`src/rtl/keypad_entry_if.sv`:
```
// Keypad entry bundle: scanner-side key inputs and the entry-buffer results.
//   key_code   : 4-bit key value from the matrix scanner
//   key_down   : high while the scanner reports a pressed key
//   digits     : entry buffer, 4 BCD nibbles, [3:0] is the most recent digit
//   digit_cnt  : number of valid digits, 0..4
//   code       : last accepted 4-digit code
//   code_valid : one-cycle strobe when code updates
//   err        : one-cycle strobe on a rejected digit or enter
//   timeout    : one-cycle strobe when the buffer auto-clears
//   busy       : debounce FSM is not idle
// master drives the key inputs and observes results; slave is the controller.
interface keypad_entry_if;
    logic [3:0]  key_code;
    logic        key_down;
    logic [15:0] digits;
    logic [2:0]  digit_cnt;
    logic [15:0] code;
    logic        code_valid;
    logic        err;
    logic        timeout;
    logic        busy;

    modport master (
        output key_code, key_down,
        input  digits, digit_cnt, code, code_valid, err, timeout, busy
    );

    modport slave (
        input  key_code, key_down,
        output digits, digit_cnt, code, code_valid, err, timeout, busy
    );
endinterface

```
`src/rtl/keypad_entry_ctrl.sv`:
```
// Keypad entry controller: debounces the scanner's key_down level into single-shot
// key events and runs a 4-digit decimal entry buffer with enter (A), backspace (B),
// clear (C) and an idle auto-clear. D/E/F are ignored.
// Ports:
//   sys_clk : system clock
//   rst_n   : asynchronous active-low reset
//   kp      : keypad_entry_if.slave bundle (key inputs, buffer/code/strobes/busy)
module keypad_entry_ctrl #(
    parameter int unsigned DEB_CYCLES     = 1_000_000,
    parameter int unsigned TIMEOUT_CYCLES = 250_000_000
) (
    input  logic          sys_clk,
    input  logic          rst_n,
    keypad_entry_if.slave kp
);
    localparam int unsigned DW = $clog2(DEB_CYCLES);
    localparam int unsigned TW = $clog2(TIMEOUT_CYCLES);
    localparam logic [DW-1:0] DEB_LAST = DW'(DEB_CYCLES - 1);
    localparam logic [TW-1:0] TO_LAST  = TW'(TIMEOUT_CYCLES - 1);

    typedef enum logic [1:0] {StIdle, StPressWait, StHeld, StReleaseWait} state_e;

    state_e        state_q;
    logic [DW-1:0] deb_cnt_q;
    logic [TW-1:0] to_cnt_q;
    logic [15:0]   digits_q;
    logic [2:0]    digit_cnt_q;
    logic [15:0]   code_q;
    logic          code_valid_q;
    logic          err_q;
    logic          timeout_q;
    logic          accept;

    // The key action is taken on this edge straight from key_code, so later
    // key_code changes cannot affect it.
    assign accept = (state_q == StPressWait) && kp.key_down && (deb_cnt_q == DEB_LAST);

    always_ff @(posedge sys_clk or negedge rst_n) begin
        if (!rst_n) begin
            state_q      <= StIdle;
            deb_cnt_q    <= '0;
            to_cnt_q     <= '0;
            digits_q     <= '0;
            digit_cnt_q  <= '0;
            code_q       <= '0;
            code_valid_q <= 1'b0;
            err_q        <= 1'b0;
            timeout_q    <= 1'b0;
        end else begin
            code_valid_q <= 1'b0;
            err_q        <= 1'b0;
            timeout_q    <= 1'b0;

            case (state_q)
                StIdle: begin
                    if (kp.key_down) begin
                        state_q   <= StPressWait;
                        deb_cnt_q <= DW'(1);
                    end
                end
                StPressWait: begin
                    if (!kp.key_down) begin
                        state_q <= StIdle;
                    end else if (accept) begin
                        state_q <= StHeld;
                    end else begin
                        deb_cnt_q <= deb_cnt_q + DW'(1);
                    end
                end
                StHeld: begin
                    if (!kp.key_down) begin
                        state_q   <= StReleaseWait;
                        deb_cnt_q <= DW'(1);
                    end
                end
                StReleaseWait: begin
                    if (kp.key_down) begin
                        state_q <= StHeld;
                    end else if (deb_cnt_q == DEB_LAST) begin
                        state_q <= StIdle;
                    end else begin
                        deb_cnt_q <= deb_cnt_q + DW'(1);
                    end
                end
                default: state_q <= StIdle;
            endcase

            // An accept edge always beats a coinciding timeout expiry.
            if (accept) begin
                to_cnt_q <= '0;
                if (kp.key_code <= 4'd9) begin
                    if (digit_cnt_q != 3'd4) begin
                        digits_q    <= {digits_q[11:0], kp.key_code};
                        digit_cnt_q <= digit_cnt_q + 3'd1;
                    end else begin
                        err_q <= 1'b1;
                    end
                end else if (kp.key_code == 4'hA) begin
                    if (digit_cnt_q == 3'd4) begin
                        code_q       <= digits_q;
                        code_valid_q <= 1'b1;
                        digits_q     <= '0;
                        digit_cnt_q  <= '0;
                    end else begin
                        err_q <= 1'b1;
                    end
                end else if (kp.key_code == 4'hB) begin
                    if (digit_cnt_q != 3'd0) begin
                        digits_q    <= {4'h0, digits_q[15:4]};
                        digit_cnt_q <= digit_cnt_q - 3'd1;
                    end
                end else if (kp.key_code == 4'hC) begin
                    digits_q    <= '0;
                    digit_cnt_q <= '0;
                end
            end else if (digit_cnt_q == 3'd0) begin
                to_cnt_q <= '0;
            end else if (to_cnt_q == TO_LAST) begin
                digits_q    <= '0;
                digit_cnt_q <= '0;
                timeout_q   <= 1'b1;
                to_cnt_q    <= '0;
            end else begin
                to_cnt_q <= to_cnt_q + TW'(1);
            end
        end
    end

    assign kp.digits     = digits_q;
    assign kp.digit_cnt  = digit_cnt_q;
    assign kp.code       = code_q;
    assign kp.code_valid = code_valid_q;
    assign kp.err        = err_q;
    assign kp.timeout    = timeout_q;
    assign kp.busy       = (state_q != StIdle);
endmodule

```
`src/flat_wrapper.sv`:
```
// flat-port wrapper written by rule: the top's interface ports become plain ports
module keypad_entry_ctrl_flat 
#(
    parameter int unsigned DEB_CYCLES     = 1_000_000,
    parameter int unsigned TIMEOUT_CYCLES = 250_000_000
)
  (sys_clk, rst_n, kp_key_code, kp_key_down, kp_digits, kp_digit_cnt, kp_code, kp_code_valid, kp_err, kp_timeout, kp_busy);
  keypad_entry_if kp_i ();
  input  logic sys_clk;
  input  logic rst_n;
  input wire logic [$bits(kp_i.key_code)-1:0] kp_key_code;
  input wire logic [$bits(kp_i.key_down)-1:0] kp_key_down;
  output wire logic [$bits(kp_i.digits)-1:0] kp_digits;
  output wire logic [$bits(kp_i.digit_cnt)-1:0] kp_digit_cnt;
  output wire logic [$bits(kp_i.code)-1:0] kp_code;
  output wire logic [$bits(kp_i.code_valid)-1:0] kp_code_valid;
  output wire logic [$bits(kp_i.err)-1:0] kp_err;
  output wire logic [$bits(kp_i.timeout)-1:0] kp_timeout;
  output wire logic [$bits(kp_i.busy)-1:0] kp_busy;
  assign kp_i.key_code = kp_key_code;
  assign kp_i.key_down = kp_key_down;
  assign kp_digits = kp_i.digits;
  assign kp_digit_cnt = kp_i.digit_cnt;
  assign kp_code = kp_i.code;
  assign kp_code_valid = kp_i.code_valid;
  assign kp_err = kp_i.err;
  assign kp_timeout = kp_i.timeout;
  assign kp_busy = kp_i.busy;
  keypad_entry_ctrl #(.DEB_CYCLES(DEB_CYCLES), .TIMEOUT_CYCLES(TIMEOUT_CYCLES)) u_core (.sys_clk(sys_clk), .rst_n(rst_n), .kp(kp_i));
endmodule
```
`config.mk`:
```
export PLATFORM = sky130hd
export DESIGN_NAME = keypad_entry_ctrl_flat
export DESIGN_NICKNAME = d
export VERILOG_FILES = /design/src/rtl/keypad_entry_if.sv /design/src/rtl/keypad_entry_ctrl.sv /design/src/flat_wrapper.sv
export SDC_FILE = /design/constraint.sdc
export NUM_CORES = 1
export LEC_CHECK = 0
export BUFFER_PORTS_ARGS = -buffer_cell sky130_fd_sc_hd__buf_2
export CAP_MARGIN = 30
export CELL_PAD_IN_SITES_DETAIL_PLACEMENT = 2
export CELL_PAD_IN_SITES_GLOBAL_PLACEMENT = 2
export CORE_MARGIN = 8
export CORE_UTILIZATION = 40
export DETAILED_ROUTE_END_ITERATION = 12
export GPL_ROUTABILITY_DRIVEN = 0
export PLACE_DENSITY_LB_ADDON = 0.1
export RECOVER_POWER = 25
export SYNTH_ARGS = -nofsm -noshare
export SYNTH_HDL_FRONTEND = slang
export SYNTH_SLANG_ARGS = --single-unit
```
`constraint.sdc`:
```
create_clock -name sys_clk -period 3.4 [get_ports sys_clk]
set_input_delay 0.17 -clock sys_clk [delete_from_list [all_inputs] [get_ports sys_clk]]
set_output_delay 0.17 -clock sys_clk [all_outputs]
set_load 0.05 [all_outputs]
```
==> qor.txt, run 1 <==
====================================================================================
Cells resized by post-CTS repair                                                   0
Effective utilization at floorplan                                             0.403
Worst R2R Setup Slack                                                         540 ps
Detailed-placement wirelength estimate                                       8870 um
IR Drop Worst-Case VDD                                                        173 uV
Number of cells on the worst reg-to-reg path                                       7
Die area                                                                14,400 sq um
Power consumption                                                          0.00206 W
Post-Route Setup TNS                                                            0 ps
Clock root buffer master                                                    clkbuf_8
Share of total power in the clock network                                      0.382
Part of the power in combinational logic                                       0.082
Shortest period the worst path allows                                        2860 ps
Pwr/cell area                                                            420 nW/um^2
Run status                                                              complete, no violations
Routed Antenna Nets                                                                0
Capture instance of the worst register-to-register path                 u_core.kp.code[3]
Setup skew after layout                                                      11.6 ps
I/O Pins                                                                          46
Layout cell share with drive strength beyond 1                                 0.132
Die X-Extent                                                                  120 um
Final setup violation count                                                        0
Critical Path Start                                                     u_core.deb_cnt_q[0]
Number of antenna violations at the first check in global routing                  0
Setup repair after global routing missed its margin                            false
Synthesized flop and latch total                                                  88
Vias post-DR                                                                   3,577
Standard cell core area                                                 10,700 sq um
Synth cell types                                                                  47
Minimum setup slack after placement                                           587 ps
Cts hold-fix bufs                                                                  1
Clock tree from TritonCTS                                                       done
Final Hold Viols                                                                   0
Detailed-route wire length per cell                                          18.9 um
Post-Syn Nets                                                                    473
Worst hold start                                                         kp_key_down
Number of warnings issued by yosys                                                 0
Max Fclk                                                                   0.350 GHz
Htree depth                                                                        3
Mapped Cells                                                                     461
Worst hold-check path type                                              input pin to flop
Clock insertion delay at the later pin of the skew report                     360 ps
Final Cycle Share                                                              0.841
Number of nets in the finished design                                            523
Final antenna diode count                                                          0
Setup slack of the critical path after layout                                 539 ps
Origin of the critical flop-to-flop path                                u_core.deb_cnt_q[0]
Area of the mapped netlist                                                4320 sq um
Sequential element share of the synthesized area                               0.510
Number of global-route vias before repair                                      4,036
Max Buffers Root-to-Sink                                                           2
Register clock-pin slew on the reported worst setup and hold paths             90 ps
Pin count of the biggest net entering global routing                              43
LEAKAGE                                                                      2.23 nW
Type of element launching the critical path                                     flop
Slew of the pin with the lowest slew margin                                  1450 ps
Via density                                                                     5.45
Share of flip-flops with an asynchronous set or reset after synthesis           1.00
Post-CTS Repair Setup Buffers                                                      0
Max-slew headroom at the worst pin                                            0.0349
Area growth, synth to finish                                                   13.8%
Req. time, crit path                                                         3650 ps
Initial DRC Count                                                                183
Primary flip-flop cell chosen by synthesis mapping                           dfrtp_1
Reg power frac                                                                 0.536
First-pass iteration count of the detailed router                                  4
Max FO, Critical Path                                                             20
Data arrival, critical path                                                  3110 ps
Critical path class                                                     flop to flop
Net Sw Frac                                                                    0.264
Number of design rule violations left after detail routing                         0
First-pass GRT wire length                                                 21,000 um
Filler cells                                                                   1,203
Worst setup EP type                                                             flop
Worst slack on hold paths                                                     147 ps
Wire length after detailed routing                                         12,400 um
Core Rows                                                                         38
Avg Synthesized Cell Area                                                 9.36 sq um
Net switching power                                                       0.000545 W
Min-Delay Path Depth                                                               2
GRT Util Overall                                                               0.182
Sink count of the clock tree                                                      88
Internal power consumption                                                 0.00152 W
Input/output buffers                                                              45
Die Y-Extent                                                                  120 um
Maxcap violations                                                                  0
Leftover overflow at the end of global routing                                     0
Clock buffers created by TritonCTS                                                 9
Final Max Tran Viols                                                               0
Number of synthesized flops with an enable pin                                     0
====================================================================================
-- worst max-delay path by stage --
stage	endpoint	slack, ps	cells after the start
finish	u_core.kp.code[3]	540	7
floorplan	u_core.kp.digit_cnt[2]	1150	9
global route	u_core.kp.digits[9]	290	3
global placement	u_core.kp.code[11]	720	7
CTS	u_core.kp.code[3]	570	7
detailed placement	u_core.kp.code[0]	590	7
-- worst max-delay path, cell delays in order (launching register included) --
cell and delay, ps:
dfrtp_1 420, ha_1 320, nand2_1 140, nor4_1 540
nand2_1 140, or4_1 890, nand2_1 200, nand2_1 80
-- metal layers --
layer  routed length [um]  vias up  track usage  part of all wire
li1                     -     1667            -                 -
met1                 5580     1848        0.227              0.45
met2                 6180       43        0.307              0.50
met3                  388       19       0.0333             0.031
met4                  223        0       0.0710             0.018
met5                    0        -            0                 0
-- cell usage in the layout (no fill, tap or decap), types with 13 or more instances in the layout --
cell type  count
dfrtp_1       88
nand3_1       21
inv_1         13
buf_2         37
nand2_1       85
nand4_1       16
o21ai_0       19
xor2_1        25
nor2_1        65
xnor2_1       19
-- per-stage QoR --
step                instances  area [sq um]  utilization
floorplan                 461          4320            -
global placement          639          4700        0.439
detailed placement        639          4700        0.439
CTS                       656          4930        0.460
global route              656          4910        0.459
finish                    656          4910        0.459
-- kinds of logic after synthesis --
family | after synthesis | share of synthesized area
xor+xnor | 44 | 0.0893
compound gates | 51 | 0.0751
flops | 88 | 0.510
simple gates | 241 | 0.271
buf+inv | 28 | 0.0296
fa+ha+maj | 5 | 0.0145
mux | 4 | 0.00986
-- power by group through the flow --
| stage | Combinational [W] | Sequential [W] | Clock (W) |
|---|---|---|---|
| floorplan | 0.0000803 | 0.00114 | 0 |
| global placement | 0.000165 | 0.00112 | 0 |
| CTS | 0.000175 | 0.00111 | 0.000810 |
| detailed placement | 0.000172 | 0.00113 | 0 |
| global route | 0.000192 | 0.00111 | 0.000842 |
| finish | 0.000170 | 0.00111 | 0.000787 |
-- area by class of cell --
class | count | area [sq um] | area share
flip-flops and latches | 88 | 2200 | 0.449
multi-input cells | 345 | 1990 | 0.404
inverters | 13 | 48.8 | 0.00994
clock inverters | 4 | 51.3 | 0.0104
clock buffers | 12 | 165 | 0.0336
well taps | 140 | 175 | 0.0357
repair buffers | 54 | 282 | 0.0573
-- cells in the mapped netlist, types with 3 or more instances --
master	instances	area, sq um
a21oi_1	11	55.1
a221oi_1	5	43.8
and2_1	4	25.0
and3_1	7	43.8
and4_1	5	43.8
buf_2	6	30.0
clkbuf_1	7	26.3
dfrtp_1	88	2200
ha_1	5	62.6
inv_1	13	48.8
nand2_1	85	319
nand2b_1	3	18.8
nand3_1	21	105
nand4_1	16	100
nor2_1	65	244
nor2b_1	3	18.8
nor3_1	6	30.0
nor3b_1	3	22.5
nor4_1	3	18.8
o21ai_0	20	100
o21ai_1	4	20.0
or3_1	5	31.3
xnor2_1	19	166
xor2_1	25	219
-- sequential cells by signal (all words and copies together), names as in the netlist, named ones only --
name,count
u_core.deb_cnt_q,20
u_core.kp.code,16
u_core.kp.code_valid,1
u_core.kp.digit_cnt,3
u_core.kp.digits,16
u_core.kp.err,1
u_core.kp.timeout,1
u_core.state_q,1
u_core.to_cnt_q,28
(Power assumes the default switching activity.)
==> run 2: changes to the inputs <==
- CORE_UTILIZATION: 40 -> 37
- clock period: 3.4 -> 2.95 ns (I/O delays scaled with it)
==> run 2 against run 1 <==
- combinational power up 19%
- via count down 1.4%
- clock power up 50%
- total power up 29%
- worst hold slack worse by 9.6 ps
- clock skew down 4.2 ps
- critical path type unchanged
- count of clock-buffer cells in the layout up 2
- first-iteration DRC count down 17%
- critical path depth up 1
==> qor.txt, run 2 (synthesized netlist as in run 1, its figures left out) <==
=================================================================================
Setup skew after layout                                                   7.43 ps   was 11.6 ps
Share of total power in the clock network                                   0.443   was 0.382
Clock tree from TritonCTS                                                    done   unchanged
Final Cycle Share                                                           0.908   was 0.841
Series of cell instances along the critical path                     ha_1 > nand2_1 > or4_4 > nor3_4 > a2bb2oi_2 > buf_4 > a221oi_1 > a21boi_1   was ha_1 > nand2_1 > nor4_1 > nand2_1 > or4_1 > nand2_1 > nand2_1
Origin of the critical flop-to-flop path                             u_core.deb_cnt_q[0]   unchanged
Input/output buffers                                                           45   unchanged
Family with the most delay on the worst path                         simple AND/OR/NAND/NOR gates   unchanged
Number of nets in the finished design                                         526   was 523
Data arrival, critical path                                               2890 ps   was 3110 ps
Cell type of the slowest stage on the worst timing path                     or4_4   was or4_1
Clock buffers created by TritonCTS                                              9   unchanged
Biggest regs                                                         u_core.to_cnt_q x28, u_core.deb_cnt_q x20   unchanged
Largest Register                                                     u_core.to_cnt_q   unchanged
Internal power consumption                                              0.00200 W   was 0.00152 W
Layout cell share with drive strength beyond 1                              0.146   was 0.132
Max Buffers Root-to-Sink                                                        2   unchanged
Routed Antenna Nets                                                             0   unchanged
Final core utilization                                                      0.442   was 0.459
Leftover overflow at the end of global routing                                  0   unchanged
Area used by sequential logic in the layout                            2200 sq um   unchanged
Detailed-placement wirelength estimate                                    9260 um   was 8870 um
Layout Cell Area excl Fill                                             5050 sq um   was 4910 sq um
Reg power frac                                                              0.480   was 0.536
Die X-Extent                                                               124 um   was 120 um
Worst R2R Setup Slack                                                      270 ps   was 540 ps
Buffers & Inverters on Critical Path                                            1   was 0
Max FO, Critical Path                                                          29   was 20
Part of the power in combinational logic                                    0.077   was 0.082
Final Hold Viols                                                                0   unchanged
Htree depth                                                                     3   unchanged
Max-slew headroom at the worst pin                                          0.206   was 0.0349
Clock root buffer master                                                clkbuf_16   was clkbuf_8
Sink count of the clock tree                                                   88   unchanged
Power consumption                                                       0.00266 W   was 0.00206 W
Max stage delay on crit path                                               600 ps   was 890 ps
Die Y-Extent                                                               124 um   was 120 um
Maxcap violations                                                               0   unchanged
LEAKAGE                                                                   2.31 nW   was 2.23 nW
Final antenna diode count                                                       0   unchanged
Req. time, crit path                                                      3160 ps   was 3650 ps
Number of cells on the worst reg-to-reg path                                    8   was 7
Shortest period the worst path allows                                     2680 ps   was 2860 ps
Initial DRC Count                                                             152   was 183
Most common library cell in the layout ignoring fill and taps             dfrtp_1   unchanged
Min-Delay Path Depth                                                            2   unchanged
Effective utilization at floorplan                                          0.378   was 0.403
Die area                                                             15,400 sq um   was 14,400 sq um
Number of design rule violations left after detail routing                      0   unchanged
Post-CTS Repair Setup Buffers                                                   0   unchanged
Commonest non-fill, non-tap cells in the layout                      88 x dfrtp_1, 85 x nand2_1, 65 x nor2_1, 42 x buf_2, 25 x xor2_1   was 88 x dfrtp_1, 85 x nand2_1, 65 x nor2_1, 37 x buf_2, 25 x xor2_1
Pwr/cell area                                                         526 nW/um^2   was 420 nW/um^2
Core Rows                                                                      39   was 38
Max Fclk                                                                0.373 GHz   was 0.350 GHz
Critical path class                                                  flop to flop   unchanged
Slew of the pin with the lowest slew margin                               1190 ps   was 1450 ps
Multi-input gate area                                                  1990 sq um   about the same
Net Sw Frac                                                                 0.248   was 0.264
Flip-flop count of the largest register after layout                           28   unchanged
Capture instance of the worst register-to-register path              u_core.kp.digit_cnt[2]   was u_core.kp.code[3]
Net switching power                                                    0.000659 W   was 0.000545 W
Final Max Tran Viols                                                            0   unchanged
Worst slack on hold paths                                                  137 ps   was 147 ps
Type of element launching the critical path                                  flop   unchanged
Filler cells                                                                1,258   was 1,203
Number of antenna violations at the first check in global routing               0   unchanged
Post-DP Area                                                           4750 sq um   was 4700 sq um
Area growth, synth to finish                                                17.0%   was 13.8%
Detailed-route wire length per cell                                       19.4 um   was 18.9 um
Register clock-pin slew on the reported worst setup and hold paths          60 ps   was 90 ps
GRT Util Overall                                                            0.175   was 0.182
Clock insertion delay at the later pin of the skew report                  350 ps   was 360 ps
Wire length after detailed routing                                      12,900 um   was 12,400 um
I/O Pins                                                                       46   unchanged
Worst setup EP type                                                          flop   unchanged
Setup repair after global routing missed its margin                         false   unchanged
Worst hold start                                                      kp_key_down   unchanged
Run status                                                           complete, no violations   unchanged
IR Drop Worst-Case VDD                                                     267 uV   was 173 uV
Pin count of the biggest net entering global routing                           47   was 43
Standard cell core area                                              11,400 sq um   was 10,700 sq um
First-pass GRT wire length                                              20,700 um   was 21,000 um
Number of global-route vias before repair                                   3,859   was 4,036
Via density                                                                  5.33   was 5.45
Worst hold-check path type                                           input pin to flop   unchanged
Final setup violation count                                                     0   unchanged
First-pass iteration count of the detailed router                               4   unchanged
Vias post-DR                                                                3,528   was 3,577
Post-Route Setup TNS                                                         0 ps   unchanged
=================================================================================
==> run 2: metrics by stage <==
step | setup WS [ps] | cells
6_report | 270 | 662
5_1_grt | 86.1 | 662
4_1_cts | 251 | 662
3_5_place_dp | 321 | 645
3_3_place_gp | 438 | 645
2_1_floorplan | 699 | 461
==> run 2: how the worst max path moves through the flow <==
stage | to | slack, ps | cells after the start | start
final | u_core.kp.digit_cnt[2] | 270 | 8 | u_core.deb_cnt_q[0]
after global routing | u_core.kp.digit_cnt[2] | 90 | 8 | u_core.deb_cnt_q[0]
after CTS | u_core.kp.code[6] | 250 | 8 | u_core.deb_cnt_q[0]
after detailed placement | u_core.to_cnt_q[8] | 320 | 8 | u_core.deb_cnt_q[0]
after global placement | u_core.kp.digit_cnt[2] | 440 | 8 | u_core.deb_cnt_q[0]
after floorplan | u_core.kp.digit_cnt[2] | 700 | 9 | u_core.kp.digit_cnt[0]
==> run 2: worst reg2reg max path: stages, from the launching register on <==
cell and delay [ps]:
dfrtp_1 410, ha_1 300, nand2_1 150, or4_4 600, nor3_4 360, a2bb2oi_2 90
buf_4 240, a221oi_1 280, a21boi_1 120
==> run 2: power by group through the flow <==
stage | registers, W | clock network, W | logic, W
after floorplan | 0.00131 | 0 | 0.0000926
after global placement | 0.00129 | 0 | 0.000199
after detailed placement | 0.00130 | 0 | 0.000206
after CTS | 0.00128 | 0.00121 | 0.000212
after global routing | 0.00128 | 0.00125 | 0.000228
final | 0.00128 | 0.00118 | 0.000203
==> run 2: timing repair <==
item / CTS / global route
gates resized for setup: 0 / 1
hold buffers: 1 / 0
endpoints found under the hold margin: 42 / 0
setup endpoints to repair: 0 / 16
==> run 2: final cells by class <==
| cell class | instances | area share |
|---|---|---|
| inverter | 13 | 0.00967 |
| tap | 143 | 0.0354 |
| multi-input combinational | 345 | 0.395 |
| timing repair buffer | 57 | 0.0644 |
| clock inverter | 2 | 0.00743 |
| clock buffer | 14 | 0.0523 |
| sequential | 88 | 0.436 |
==> run 2: layer usage <==
metal	track usage	vias to the layer above	routed length, um
met5	0	-	0
met4	0.0691	0	192
met3	0.0286	13	374
met2	0.296	38	6470
met1	0.220	1805	5830
li1	-	1672	-
==> run 3: changes to the inputs <==
- CORE_MARGIN: 8 -> 10
- REMOVE_ABC_BUFFERS: unset -> 1
==> run 3 against run 2 <==
- the flow now finishes with violations (capacitance limit, slew limit)
- cell count shrank 0.15%
- total power grew 2.2%
- clock power grew 5%
- critical endpoint is now u_core.kp.digits[11]
- largest power group unchanged
==> qor.txt, run 3 (synthesized netlist as in run 1, its figures left out) <==
=================================================================================
Input/output buffers                                                           45   unchanged
Number of cells on the worst reg-to-reg path                                    8   unchanged
Data arrival, critical path                                               2830 ps   was 2890 ps
IR Drop Worst-Case VDD                                                     398 uV   was 267 uV
Detailed-placement wirelength estimate                                    8850 um   was 9260 um
Final core utilization                                                      0.443   was 0.442
Pin count of the biggest net entering global routing                           51   was 47
Worst hold-check path type                                           input pin to flop   unchanged
Vias post-DR                                                                3,537   was 3,528
Max Fclk                                                                0.382 GHz   was 0.373 GHz
Minimum setup slack after placement                                        219 ps   was 321 ps
Type of element launching the critical path                                  flop   unchanged
Leftover overflow at the end of global routing                                  0   unchanged
Final antenna diode count                                                       0   unchanged
Clock root buffer master                                                clkbuf_16   unchanged
Htree depth                                                                     3   unchanged
Die Y-Extent                                                               128 um   was 124 um
Most common library cell in the layout ignoring fill and taps             dfrtp_1   unchanged
Min-Delay Path Depth                                                            2   unchanged
Layout cell share with drive strength beyond 1                              0.151   was 0.146
Standard cell core area                                              11,400 sq um   unchanged
Number of design rule violations left after detail routing                      0   unchanged
Worst R2R Setup Slack                                                      330 ps   was 270 ps
Final Cycle Share                                                           0.888   was 0.908
Flip-flop count of the largest register after layout                           28   unchanged
Max FO, Critical Path                                                          17   was 29
Post-Route Setup TNS                                                         0 ps   unchanged
Setup slack of the critical path after layout                              330 ps   was 270 ps
First-pass iteration count of the detailed router                               4   unchanged
Number of antenna violations at the first check in global routing               0   unchanged
Final Hold Viols                                                                0   unchanged
Largest Register                                                     u_core.to_cnt_q   unchanged
Sink count of the clock tree                                                   88   unchanged
Req. time, crit path                                                      3160 ps   about the same
Final Max Tran Viols                                                           39   was 0
Shortest period the worst path allows                                     2620 ps   was 2680 ps
Layout Cell Area excl Fill                                             5060 sq um   was 5050 sq um
Max-slew headroom at the worst pin                                         -0.487   was 0.206
Routed Antenna Nets                                                             0   unchanged
Commonest non-fill, non-tap cells in the layout                      88 x dfrtp_1, 85 x nand2_1, 65 x nor2_1, 43 x buf_2, 25 x xor2_1   was 88 x dfrtp_1, 85 x nand2_1, 65 x nor2_1, 42 x buf_2, 25 x xor2_1
Detailed-route wire length per cell                                       18.4 um   was 19.4 um
Capture instance of the worst register-to-register path              u_core.kp.digits[11]   was u_core.kp.digit_cnt[2]
Post-DP Area                                                           4730 sq um   was 4750 sq um
Setup repair after global routing missed its margin                         false   unchanged
GRT Util Overall                                                            0.157   was 0.175
Clock tree from TritonCTS                                                    done   unchanged
Run status                                                           finished with violations   was complete, no violations
Origin of the critical flop-to-flop path                             u_core.deb_cnt_q[0]   unchanged
Final setup violation count                                                     0   unchanged
Effective utilization at floorplan                                          0.378   unchanged
Clock insertion delay at the later pin of the skew report                  340 ps   was 350 ps
Number of global-route vias before repair                                   3,903   was 3,859
Die area                                                             16,400 sq um   was 15,400 sq um
Slew of the pin with the lowest slew margin                               2230 ps   was 1190 ps
Initial DRC Count                                                             156   was 152
Pwr/cell area                                                         537 nW/um^2   was 526 nW/um^2
Register clock-pin slew on the reported worst setup and hold paths          60 ps   about the same
Biggest regs                                                         u_core.to_cnt_q x28, u_core.deb_cnt_q x20   unchanged
Failing checks                                                       capacitance limit, slew limit
I/O Pins                                                                       46   unchanged
LEAKAGE                                                                   2.32 nW   was 2.31 nW
Clock buffers created by TritonCTS                                              9   unchanged
Core Rows                                                                      39   unchanged
Setup skew after layout                                                   6.61 ps   was 7.43 ps
Critical path class                                                  flop to flop   unchanged
First-pass GRT wire length                                              20,900 um   was 20,700 um
Maxcap violations                                                               1   was 0
Area growth, synth to finish                                                17.3%   was 17.0%
Via density                                                                  5.35   was 5.33
Worst setup EP type                                                          flop   unchanged
Worst slack on hold paths                                                  135 ps   was 137 ps
Wire length after detailed routing                                      12,200 um   was 12,900 um
Critical Path Start                                                  u_core.deb_cnt_q[0]   unchanged
Post-CTS Repair Setup Buffers                                                   0   unchanged
Max Buffers Root-to-Sink                                                        2   unchanged
Die X-Extent                                                               128 um   was 124 um
Worst hold start                                                      kp_key_down   unchanged
Number of nets in the finished design                                         525   was 526
=================================================================================
==> run 3: timing repair <==
action | 4_1_cts | 5_1_grt
gates resized for setup | 0 | 1
hold buffers | 1 | 0
setup endpoints to repair | 0 | 3
hold endpoints to repair | 38 | 0
==> run 3: layout make-up <==
class                           count  area (sq um)
Clock inverter                      6          82.6
Fill cell                        1278          6360
Timing Repair Buffer               56           320
Inverter                           13          48.8
Clock buffer                       10           239
Tap cell                          143           179
Multi-Input combinational cell    345          1990
Sequential cell                    88          2200
==> run 3: critical path, cell delays in order, from the launching register on <==
cell and delay, ps:
dfrtp_1 440, ha_1 300, nand2_1 130, or4_4 600, nor3_4 350, a2bb2oi_2 110
buf_4 210, a221oi_1 260, a21oi_1 80
==> run 3: metrics by stage <==
stage	cells	total power [W]
6_report	661	0.00272
5_1_grt	661	0.00282
4_1_cts	661	0.00275
3_5_place_dp	644	0.00150
3_3_place_gp	644	0.00149
2_1_floorplan	446	0.00140
==> run 3: per-layer routing <==
metal / vias up / share of wire / track usage
li1: 1675 / - / -
met1: 1801 / 0.45 / 0.201
met2: 45 / 0.50 / 0.258
met3: 16 / 0.028 / 0.0298
met4: 0 / 0.018 / 0.0563
met5: - / 0 / 0
==> run 3: worst max-delay path by stage <==
stage | endpoint | slack, ps | cells after the start
after floorplan | u_core.kp.digit_cnt[2] | 300 | 8
after global placement | u_core.kp.code[10] | 370 | 8
after detailed placement | u_core.kp.code[9] | 220 | 8
after CTS | u_core.kp.code[10] | 100 | 8
after global routing | u_core.kp.digits[9] | 170 | 8
final | u_core.kp.digits[11] | 330 | 8
==> run 3: where the power goes <==
part           switching, W  internal [W]
logic              0.000143     0.0000576
registers         0.0000410       0.00124
clock network      0.000478      0.000761
